===== config.mk =====
export PLATFORM = sky130hd
export DESIGN_NAME = debounce_pulse
export DESIGN_NICKNAME = d
export VERILOG_FILES = /design/src/rtl/debounce_pulse_pkg.sv /design/src/rtl/debounce_pulse_sync2.sv /design/src/rtl/debounce_pulse.sv
export SDC_FILE = /design/constraint.sdc
export NUM_CORES = 1
export LEC_CHECK = 0
export ABC_AREA = 1
export BUFFER_PORTS_ARGS = -buffer_cell sky130_fd_sc_hd__buf_2
export CAP_MARGIN = 20
export CORE_MARGIN = 4
export CORE_UTILIZATION = 60
export CTS_CLUSTER_SIZE = 25
export DETAILED_ROUTE_END_ITERATION = 12
export GPL_ROUTABILITY_DRIVEN = 0
export PLACE_DENSITY = 0.85
export SLEW_MARGIN = 20
export SYNTH_ARGS = -nofsm -noshare
export SYNTH_HDL_FRONTEND = slang
export SYNTH_SLANG_ARGS = --single-unit
export TNS_END_PERCENT = 5

===== constraint.sdc =====
create_clock -name clock -period 2.7 [get_ports clock]
set_clock_uncertainty 0.15 [all_clocks]
set_input_delay 0.27 -clock clock [delete_from_list [all_inputs] [get_ports clock]]
set_output_delay 0.27 -clock clock [all_outputs]
set_load 0.05 [all_outputs]

===== src/rtl/debounce_pulse_pkg.sv =====
// Shared types and constants for the push-button debouncer.
package debounce_pulse_pkg;

  localparam int unsigned GLITCH_W = 8;
  localparam logic [GLITCH_W-1:0] GLITCH_MAX = 8'hFF;

  typedef enum logic [1:0] {
    IDLE_LOW  = 2'd0,
    WAIT_HIGH = 2'd1,
    IDLE_HIGH = 2'd2,
    WAIT_LOW  = 2'd3
  } state_t;

endpackage


===== src/rtl/debounce_pulse_sync2.sv =====
// Two-flop synchroniser for asynchronous board-level inputs.
module debounce_pulse_sync2 (
  input  logic clock,
  input  logic reset,
  input  logic d,
  output logic q
);

  logic meta;

  always_ff @(posedge clock) begin
    if (reset) begin
      meta <= 1'b0;
      q    <= 1'b0;
    end else begin
      meta <= d;
      q    <= meta;
    end
  end

endmodule


===== src/rtl/debounce_pulse.sv =====
// Synchronises and debounces a raw button level; one add pulse per accepted
// press, plus the debounced level and a saturating count of aborted edges.
module debounce_pulse
  import debounce_pulse_pkg::*;
#(
  parameter int unsigned STABLE_CYCLES = 16,
  parameter int unsigned CNT_WIDTH     = 8
) (
  input  logic                clock,
  input  logic                reset,
  input  logic                button_in,
  output logic                add,
  output logic                level_out,
  output logic [GLITCH_W-1:0] glitch_count
);

  localparam logic [CNT_WIDTH-1:0] CNT_ONE  = CNT_WIDTH'(1);
  localparam logic [CNT_WIDTH-1:0] CNT_LAST = CNT_WIDTH'(STABLE_CYCLES - 1);
  localparam bit                   SINGLE   = (STABLE_CYCLES == 1);

  logic                 sync_in;
  state_t               state, state_nxt;
  logic [CNT_WIDTH-1:0] cnt, cnt_nxt;
  logic                 level_nxt;
  logic                 add_nxt;
  logic                 glitch_inc;
  logic [GLITCH_W-1:0]  glitch_nxt;

  debounce_pulse_sync2 u_sync (
    .clock (clock),
    .reset (reset),
    .d     (button_in),
    .q     (sync_in)
  );

  always_ff @(posedge clock) begin
    if (reset) begin
      state        <= IDLE_LOW;
      cnt          <= '0;
      level_out    <= 1'b0;
      add          <= 1'b0;
      glitch_count <= '0;
    end else begin
      state        <= state_nxt;
      cnt          <= cnt_nxt;
      level_out    <= level_nxt;
      add          <= add_nxt;
      glitch_count <= glitch_nxt;
    end
  end

  // The edge that leaves an IDLE state already counts as the first stable sample.
  always_comb begin
    state_nxt  = state;
    cnt_nxt    = cnt;
    level_nxt  = level_out;
    add_nxt    = 1'b0;
    glitch_inc = 1'b0;
    case (state)
      IDLE_LOW: begin
        if (sync_in) begin
          if (SINGLE) begin
            state_nxt = IDLE_HIGH;
            level_nxt = 1'b1;
            add_nxt   = 1'b1;
          end else begin
            state_nxt = WAIT_HIGH;
            cnt_nxt   = CNT_ONE;
          end
        end
      end
      WAIT_HIGH: begin
        if (!sync_in) begin
          state_nxt  = IDLE_LOW;
          glitch_inc = 1'b1;
        end else if (cnt == CNT_LAST) begin
          state_nxt = IDLE_HIGH;
          level_nxt = 1'b1;
          add_nxt   = 1'b1;
        end else begin
          cnt_nxt = cnt + CNT_ONE;
        end
      end
      IDLE_HIGH: begin
        if (!sync_in) begin
          if (SINGLE) begin
            state_nxt = IDLE_LOW;
            level_nxt = 1'b0;
          end else begin
            state_nxt = WAIT_LOW;
            cnt_nxt   = CNT_ONE;
          end
        end
      end
      WAIT_LOW: begin
        if (sync_in) begin
          state_nxt  = IDLE_HIGH;
          glitch_inc = 1'b1;
        end else if (cnt == CNT_LAST) begin
          state_nxt = IDLE_LOW;
          level_nxt = 1'b0;
        end else begin
          cnt_nxt = cnt + CNT_ONE;
        end
      end
      default: state_nxt = IDLE_LOW;
    endcase

    glitch_nxt = glitch_count;
    if (glitch_inc && (glitch_count != GLITCH_MAX)) begin
      glitch_nxt = glitch_count + GLITCH_W'(1);
    end
  end

endmodule

== Word level (Yosys, flattened, before mapping) ==
Index checks and enable logic that the tools add are counted.

* $add $sub $neg: 2
* Equality and inequality tests: 13
* Muxes and demuxes: 22
* Bitwise gates (word level): 2
* Reduce and logical (&&, ||, !) cells: 7

{| class="wikitable"
|+ Operator list
! operator !! count
|-
| $mux 8 || 5
|-
| $pmux 8 s4 || 1
|-
| $add 8x1->8 const B || 2
|-
| $mux 2 || 6
|-
| $eq 8x4->1 const B || 1
|-
| $ne 2x2->1 const B || 4
|-
| $ne 8x8->1 const B || 1
|-
| $pmux 2 s4 || 1
|-
| $reduce_and 4->1 || 2
|-
| $mux 1 || 7
|-
| $reduce_and 5->1 || 1
|-
| $eq 2x2->1 const B || 2
|-
| $ne 2x1->1 const B || 2
|-
| $pmux 1 s2 || 2
|-
| $ne 3x2->1 const B || 1
|-
| $ne 3x3->1 const B || 1
|-
| $reduce_or 3->1 || 1
|-
| $eq 2x1->1 const B || 1
|-
| $logic_not 2->1 || 1
|-
| $not 1->1 || 2
|-
| $reduce_bool 2->1 || 1
|-
| $logic_and 1x1->1 || 1
|}

* Register bits after elaboration: 22
* Output and inout port bits: 10

== Depth between registers and ports, before layout ==
Gate-level depths: netlist of run 1.

* Depth in word-level cells: 4
* Depth in mapped cells: 10

== By module ==
A second synthesis of run 1 with hierarchy kept.

* Cells, all modules: 164
* Area total of the unflattened synthesis: 1168.6 um^2

{| class="wikitable"
|+ Modules (own cells, without submodules)
! module !! instances !! cells an instance !! area each (um^2)
|-
| debounce_pulse || 1 || 158 || 1113.6
|-
| debounce_pulse_sync2 || 1 || 6 || 55.1
|}

== Worst setup path after synthesis of run 1 ==
Ideal clock, no wire load.

* Path kind: register to register
* Start: register glitch_count[0]
* End: register glitch_count[0]
* Arrival: 1.559 ns
* Data required time: 2.404 ns
* Slack: 0.845 ns
* Cell stages (with the launch flop): 9
* Buffers on the path: 0
* Clock period less this slack: 1.855 ns
* Cells stage by stage: dfxtp_1 -> ha_1 -> nand2_1 -> nor2_2 -> nand2_1 -> nand2_4 -> inv_4 -> o21ai_0 -> a21oi_1

* Cells in the longest elaborated chain, start to end: 2

{| class="wikitable"
|+ Ends and longest elaborated chain
! what !! line !! RTL
|-
| from (decl) || debounce_pulse.sv:14 || <nowiki>output logic [GLITCH_W-1:0] glitch_count</nowiki>
|-
| from (signal assigned) || debounce_pulse.sv:48 || <nowiki>glitch_count <= glitch_nxt;</nowiki>
|-
| parallel branches: the longest is 2 deep, another holds $add 8x1->8 || - ||
|}

Parallel ways; which one is timed is not known.
A chain may end at the register's enable or synchronous reset.

== Worst setup path after layout of run 1 ==
* Start: register glitch_count[0]
* End: register glitch_count[6]

The elaborated chain is that of the path after synthesis.

==> flow_summary.json, run 1 <==
{
  "status": "finished clean",
  "crit_chain": "ha_1, nand2_1, nor2_2, nand2_1, nand2_4, inv_4, nand2_1, nand2_1, nand2_1, nor2_1",
  "slew_viol_final": 0,
  "clock_path_buffers": 2,
  "num_rows": 15,
  "synth_cells": 159,
  "wl_per_cell_um": 11.3,
  "grtUsageTotal": 0.204,
  "dr.pass1.iters": 4,
  "required_ns": 2.78,
  "areaGrowthSynthToFinish_pct": 12.9,
  "drc_errors": 0,
  "synthFlopType": "dfxtp_1",
  "synth_cell_types": 23,
  "max_stage_delay_ns": 0.41,
  "pin_count": 13,
  "grt_max_degree": 14,
  "drt_wl_total_um": 2240,
  "min_path_type": "in -> reg",
  "ant_nets": 0,
  "die_x_um": 50.9,
  "fin_crit_sh": 0.595,
  "p_per_area_nw_per_um2": 497,
  "cp-end-kind": "register",
  "path_clk_slew_ns": 0.13,
  "synth-seq-cells": 22,
  "critPathMaxFanout": 8,
  "layout_min_cycle_time_ns": 1.61,
  "ys_warn_count": 0,
  "clock-root-buffer": "clkbuf_4",
  "critPathSlowestCell": "dfxtp_1",
  "synthesis.nets": 164,
  "portBuffers": 12,
  "tightest_slew_ns": 0.304,
  "synth_enable_flop_cells": 0,
  "critical_path_arrival_ns": 1.69,
  "fillers": 163,
  "syn_avg_cell_area_um2": 6.93,
  "clock_latency_ns": 0.32,
  "p_leak_nw": 0.525,
  "die_h_um": 50.9,
  "max_freq_mhz": 623,
  "drv_cap": 0,
  "antennaDiodeCount": 0,
  "rsz0062_at_grt": "no",
  "maxSlewHeadroom": 0.797,
  "initial_core_util": 0.638,
  "hold_viol_final": 0,
  "grt_pass1_vias": 951,
  "antenna_found_initial": 0,
  "fin_ws_ns": 1.09,
  "vias": 1025,
  "cts_num_sinks": 22,
  "drive_gt1_frac": 0.178,
  "setup_tns_ns": 0,
  "via_per_inst": 5.15,
  "finish.net_count": 180,
  "yosysSeqAreaShare": 0.400,
  "vdd_ir_drop_max_mv": 0.448,
  "crit_path_frequent_cell": "nand2_1",
  "dp_hpwl_um": 1680,
  "cts_made_buffers": 3,
  "cts_tree": "yes",
  "grt-ovfl-total": 0,
  "start_kind": "register",
  "setup_viol": 0,
  "critical_path_class": "reg -> reg",
  "synth.cell_area_um2": 1100,
  "ctsResizeCount": 0,
  "synthArstFlopShare": 0,
  "core-area_um2": 1730,
  "total_power_mw": 0.619,
  "h-tree-depth": 1,
  "drt_iter0_drc": 23,
  "die_area_um2": 2590,
  "preCtsSetupSlack_ns": 1.09,
  "grt_pass1_wl_um": 4000
}
## metal layers
metal  wire length (um)  GRT usage
met3                100     0.0350
met1               1050      0.259
met5                  0          0
met4                 30     0.0807
met2               1060      0.343
## sequential cells by signal, indices dropped and copies added, names as in the netlist, named ones only
signal / count
add: 1
cnt: 8
glitch_count: 8
level_out: 1
state: 1
u_sync.meta: 1
u_sync.q: 1
## cell usage after synthesis (2+ instances only)
master / count / area, um2
ha_1: 2 / 25.0
nor2_1: 24 / 90.1
nand3_1: 10 / 50.1
dfxtp_1: 22 / 440
a21oi_1: 9 / 45.0
nor2_4: 3 / 33.8
nor3_1: 3 / 15.0
nor2_2: 3 / 18.8
inv_1: 19 / 71.3
o21ai_0: 5 / 25.0
xor2_1: 3 / 26.3
nand2_1: 43 / 161
nand2_2: 3 / 18.8
## repair_timing
action | 4_1_cts | 5_1_grt
setup buffers | 0 | 0
hold buffers | 1 | 0
endpoints found under the hold margin | 1 | 0
## worst max-delay path: cells and delay by family (launching register included)
kind          cells  cell delay, ns
simple gates      8            0.70
buf+inv           1            0.07
fa+ha+maj         1            0.20
flops             1            0.41
## logic make-up after synthesis
family | after synthesis | synth area share
AND/OR/NAND/NOR | 92 | 0.379
buffers and inverters | 23 | 0.0840
flip-flops | 22 | 0.400
AO/OA/AOI/OAI | 16 | 0.0760
XOR/XNOR | 4 | 0.0386
adder cells (fa/ha/maj) | 2 | 0.0227
## metrics by stage
step / utilization / instances / cell area [um2] / hold WS, ns
after global placement: 0.685 / 194 / 1180 / 0.241
final: 0.721 / 199 / 1240 / 0.125
after global routing: 0.721 / 199 / 1240 / 0.146
after detailed placement: 0.685 / 194 / 1180 / 0.257
after floorplan: - / 159 / 1100 / 0.227
after CTS: 0.721 / 199 / 1240 / 0.126
## worst paths after layout
kind                        start               to  slack, ns  depth (start not counted)
setup / recovery  glitch_count[0]  glitch_count[6]       1.09                         10
hold / removal              reset         u_sync.q       0.12                          2
setup reg to reg  glitch_count[0]  glitch_count[6]       1.09                         10
hold reg to reg       u_sync.meta         u_sync.q       0.27                          2
## placed cells by master (no fill, tap or decap), drive strengths merged
master       synthesis  layout
o21ai                6       6
clkbuf               1       3
bufinv               0       1
nand2               47      47
nor2                30      30
nand3               10      10
dfxtp               22      22
ha                   2       2
buf                  1      12
xnor2                1       1
a21oi               10      10
inv                 21      21
nor3                 3       3
xor2                 3       3
nand4                2       2
dlygate4sd3          0       1
## where the power goes
group / total (mW) / internal (mW) / switching (mW)
Sequential: 0.332 / 0.328 / 0.00394
Combinational: 0.0316 / 0.00962 / 0.0219
Clock: 0.255 / 0.150 / 0.105
Total: 0.619 / 0.488 / 0.131
## layout make-up
type / instances / area [um2] / share of cell area
Tap cell: 25 / 31.3 / 0.0251
Sequential cell: 22 / 440 / 0.354
Timing Repair Buffer: 13 / 70.1 / 0.0563
Multi-Input combinational cell: 114 / 569 / 0.457
Inverter: 21 / 81.3 / 0.0653
Clock inverter: 1 / 30.0 / 0.0241
Clock buffer: 3 / 22.5 / 0.0181
Note: power is estimated with default switching activity, not from simulation.
==> inputs of run 2 (changes only) <==
Settings changed: CORE_UTILIZATION 60 to 56, PLACE_DENSITY 0.85 to 0.8.
Clock period 2.7 ns to 1.52 ns, I/O delays scaled along.
==> run 2 against run 1 <==
  * Total power increased by 67%
  * Critical path type unchanged
  * Die area up 6.0%
  * Clock power increased by 49%
==> flow_summary.json, run 2 (synthesis results as in run 1) <==
{
  "grt_max_degree": 14,
  "hold_depth": 2,
  "drive_gt1_frac": 0.294,
  "clock-root-buffer": "clkbuf_4",
  "cts_made_buffers": 3,
  "status": "finished clean",
  "initial_core_util": 0.612,
  "portBuffers": 12,
  "via_per_inst": 5.08,
  "fillers": 145,
  "clock_latency_ns": 0.31,
  "cts_tree": "yes",
  "ff_latch_area_um2": 459,
  "critical_path_arrival_ns": 1.55,
  "final_common_cell": "nand2_1",
  "drc_errors": 0,
  "fin_ws_ns": 0.0472,
  "min_path_type": "reg -> reg",
  "ff2ff_path_depth": 10,
  "maxSlewHeadroom": 0.813,
  "vias": 1041,
  "p_per_area_nw_per_um2": 749,
  "vdd_ir_drop_max_mv": 0.638,
  "fin_crit_sh": 0.969,
  "power_switching_mw": 0.230,
  "required_ns": 1.59,
  "antennaDiodeCount": 0,
  "layout_min_cycle_time_ns": 1.47,
  "tightest_slew_ns": 0.280,
  "p_leak_nw": 0.586,
  "grt_pass1_vias": 944,
  "drv_cap": 0,
  "combinationalPowerShare": 0.064,
  "pwr-share-clk": 0.367,
  "cts_num_sinks": 22,
  "die_h_um": 52.4,
  "areaGrowthSynthToFinish_pct": 25.3,
  "swShare": 0.222,
  "finish.net_count": 186,
  "p_seq_frac": 0.569,
  "antenna_found_initial": 0,
  "setup_viol": 0,
  "path_clk_slew_ns": 0.12,
  "start_kind": "register",
  "core-area_um2": 1800,
  "preCtsSetupSlack_ns": -0.0162,
  "grt_pass1_wl_um": 3730,
  "cp-end-kind": "register",
  "critical_path_class": "reg -> reg",
  "h-tree-depth": 1,
  "wl_per_cell_um": 11.4,
  "drt_wl_total_um": 2330,
  "critPathMaxFanout": 5,
  "rsz0062_at_grt": "yes",
  "drt_iter0_drc": 22,
  "max_freq_mhz": 679,
  "grt-ovfl-total": 0,
  "clock_path_buffers": 2,
  "hold_viol_final": 0,
  "dr.pass1.iters": 4,
  "num_rows": 15,
  "total_power_mw": 1.04,
  "die_area_um2": 2740,
  "fin_area_um2": 1380,
  "final_cell_mix": "39 x nand2_1, 23 x nor2_1, 18 x inv_1, 13 x dfxtp_1, 12 x buf_2",
  "dpl-instance-area_um2": 1210,
  "grtUsageTotal": 0.179,
  "internal_power_mw": 0.805,
  "slew_viol_final": 0,
  "die_x_um": 52.4,
  "dp_hpwl_um": 1560,
  "reg_top3": "cnt (8), glitch_count (8)",
  "pin_count": 13,
  "ant_nets": 0,
  "hold_ws_ns": 0.265,
  "multiInputGateArea_um2": 649
}
==> run 2: cell count changes in the layout (fill, tap and decap cells not counted), moves of 2 or more <==
cell and change:
nand2_1 -4, dfxtp_2 +6, nor2_4 +2, nand2_4 +3
buf_4 +4, dfxtp_4 +3, ha_4 +2, dfxtp_1 -9
ha_1 -2
==> run 2: critical path, stage by stage, from the launching register on <==
cell	delay, ns
dfxtp_4	0.40
ha_4	0.15
nand2_4	0.06
inv_2	0.09
nand2_2	0.07
nor2_4	0.22
nor2_4	0.07
nand2_1	0.06
nand2_1	0.04
inv_1	0.06
nor2_2	0.03
==> run 2: power by group through the flow <==
stage	sequential, mW	clock (mW)	combinational (mW)
CTS	0.588	0.394	0.0584
global placement	0.601	0	0.0516
global route	0.591	0.425	0.0731
detailed placement	0.601	0	0.0532
finish	0.589	0.380	0.0659
floorplan	0.605	0	0.0361
==> run 2: worst paths after layout <==
| check | startpoint | to | slack, ns |
|---|---|---|---|
| hold reg to reg | u_sync.meta | u_sync.q | 0.26 |
| hold / removal | u_sync.meta | u_sync.q | 0.26 |
| setup reg to reg | cnt[0] | cnt[5] | 0.05 |
| setup / recovery | cnt[0] | cnt[5] | 0.05 |
==> run 2: layout make-up <==
type,instances,share of cell area
Tap cell,25,0.0226
Inverter,21,0.0607
Timing Repair Buffer,18,0.0797
Clock buffer,4,0.0344
Multi-Input combinational cell,115,0.470
Sequential cell,22,0.332
==> run 2: stage by stage <==
step                std cells   util  setup TNS (ns)
CTS                       201  0.714        -0.00305
global route              205  0.767          -0.210
floorplan                 159      -               0
detailed placement        194  0.670         -0.0165
global placement          194  0.670               0
finish                    205  0.767               0
==> run 2: timing repair <==
action                                 4_1_cts  5_1_grt
endpoints found under the hold margin        3        0
resized for setup                            1       18
pin swaps                                    2        7
setup endpoints to repair                    5       15
buffers inserted                             0        4
cloned                                       1        0
hold buffers                                 2        0
==> run 2: per-layer routing <==
layer	global-route usage	vias up	share of wire
li1	-	539	-
met1	0.186	470	0.41
met2	0.341	23	0.52
met3	0.0370	9	0.040
met4	0.0723	0	0.028
met5	0	-	0
==> inputs of run 3 (changes only) <==
Settings changed: CORE_UTILIZATION 56 to 45, PLACE_DENSITY 0.8 to 0.67.
==> run 3 against run 2 <==
  * Combinational power down 2%
  * Register-to-register slack about the same
  * Non-clock buffer count down 2
  * Critical path type unchanged
  * Critical endpoint is now level_out
==> flow_summary.json, run 3 (synthesis results as in run 1) <==
{
  "h-tree-depth": 1,
  "cts_num_sinks": 22,
  "num_rows": 17,
  "preCtsSetupSlack_ns": 0.00597,
  "clock-root-buffer": "clkbuf_4",
  "ant_nets": 0,
  "cp-end-kind": "register",
  "min_path_type": "in -> reg",
  "fin_area_um2": 1390,
  "slew_viol_final": 0,
  "antenna_found_initial": 0,
  "die_h_um": 57.5,
  "antennaDiodeCount": 0,
  "reg_top3": "cnt (8), glitch_count (8)",
  "pwr-share-clk": 0.375,
  "critPathSlowestCell": "dfxtp_4",
  "critical_path_class": "reg -> reg",
  "maxSlewHeadroom": 0.809,
  "cts_made_buffers": 3,
  "p_seq_frac": 0.563,
  "critical_path_arrival_ns": 1.58,
  "combinationalPowerShare": 0.062,
  "via_per_inst": 4.94,
  "rsz0062_at_grt": "yes",
  "grt_pass1_vias": 933,
  "max_stage_delay_ns": 0.39,
  "drive_gt1_frac": 0.326,
  "drt_iter0_drc": 23,
  "p_per_area_nw_per_um2": 753,
  "critPathMaxFanout": 5,
  "grt_max_degree": 14,
  "finish.net_count": 184,
  "portBuffers": 12,
  "clock_path_buffers": 2,
  "drt_wl_total_um": 2270,
  "grt-ovfl-total": 0,
  "drv_cap": 0,
  "wl_per_cell_um": 11.0,
  "vias": 1017,
  "areaGrowthSynthToFinish_pct": 25.7,
  "fin_ws_ns": 0.0470,
  "layout_min_cycle_time_ns": 1.47,
  "max_freq_mhz": 679,
  "grtUsageTotal": 0.141,
  "path_clk_slew_ns": 0.13,
  "swShare": 0.230,
  "final_common_cell": "nand2_1",
  "required_ns": 1.62,
  "power_switching_mw": 0.240,
  "die_area_um2": 3310,
  "dp_hpwl_um": 1570,
  "cts_tree": "yes",
  "dr.pass1.iters": 4,
  "fin_crit_sh": 0.969,
  "initial_core_util": 0.484,
  "internal_power_mw": 0.803,
  "p_leak_nw": 0.566,
  "final_cell_mix": "38 x nand2_1, 22 x nor2_1, 18 x inv_1, 12 x dfxtp_1, 12 x buf_2",
  "pin_count": 13,
  "vdd_ir_drop_max_mv": 0.627,
  "dpl-instance-area_um2": 1220,
  "start_kind": "register",
  "status": "finished clean",
  "grt_pass1_wl_um": 3750,
  "hold_viol_final": 0,
  "core-area_um2": 2280,
  "total_power_mw": 1.04,
  "crit_chain": "ha_4, nand2_4, inv_2, nand2_2, nor2_4, buf_4, nand4_1, o21ai_0",
  "die_x_um": 57.5,
  "drc_errors": 0,
  "tightest_slew_ns": 0.286,
  "clock_latency_ns": 0.32,
  "setup_viol": 0
}
-- run 3: power groups by stage --
stage | Combinational [mW] | Clock, mW | Sequential [mW]
finish | 0.0644 | 0.391 | 0.588
global route | 0.0716 | 0.422 | 0.590
CTS | 0.0591 | 0.402 | 0.588
detailed placement | 0.0564 | 0 | 0.601
global placement | 0.0551 | 0 | 0.600
floorplan | 0.0361 | 0 | 0.605
-- run 3: worst paths after layout --
path                             startpoint          end  slack (ns)  cells past startpoint
worst min-delay path                  reset  u_sync.meta       0.005                      2
worst max-delay path                 cnt[1]    level_out        0.05                      8
worst max register to register       cnt[1]    level_out        0.05                      8
worst min register to register  u_sync.meta     u_sync.q        0.27                      2
-- run 3: layout make-up --
| type | instances | area [um2] |
|---|---|---|
| tap | 28 | 35.0 |
| sequential | 22 | 460 |
| timing repair buffer | 16 | 92.6 |
| clock buffer | 4 | 47.5 |
| fill | 202 | 891 |
| inverter | 21 | 81.3 |
| multi-input combinational | 115 | 668 |
-- run 3: through the flow --
step	hold WS, ns	utilization	TNS, ns	std cells
6_report	0.00508	0.609	0	206
5_1_grt	0.00557	0.609	-0.0591	206
4_1_cts	0.0132	0.564	0	204
3_5_place_dp	0.207	0.535	0	198
3_3_place_gp	0.201	0.535	0	198
2_1_floorplan	0.109	-	0	159
-- run 3: routing by layer --
layer  track usage  vias to the layer above  part of all wire
met4        0.0596                        0             0.018
met5             0                        -                 0
met1         0.151                      463              0.42
li1              -                      536                 -
met3        0.0204                        5             0.034
met2         0.271                       13              0.53
-- run 3: worst max-delay path, delay by kind of cell, from the launching register on --
family          cells  cell delay [ns]
buf+inv             2             0.20
flops               1             0.39
fa+ha+maj           1             0.14
compound gates      1             0.10
simple gates        4             0.42
-- run 3: timing repair --
action	CTS	global route
gates cloned	1	0
setup endpoints to repair	4	11
pin swaps	2	9
endpoints found under the hold margin	1	0
hold buffers	1	0
gates resized for setup	1	23
buffers inserted	0	2
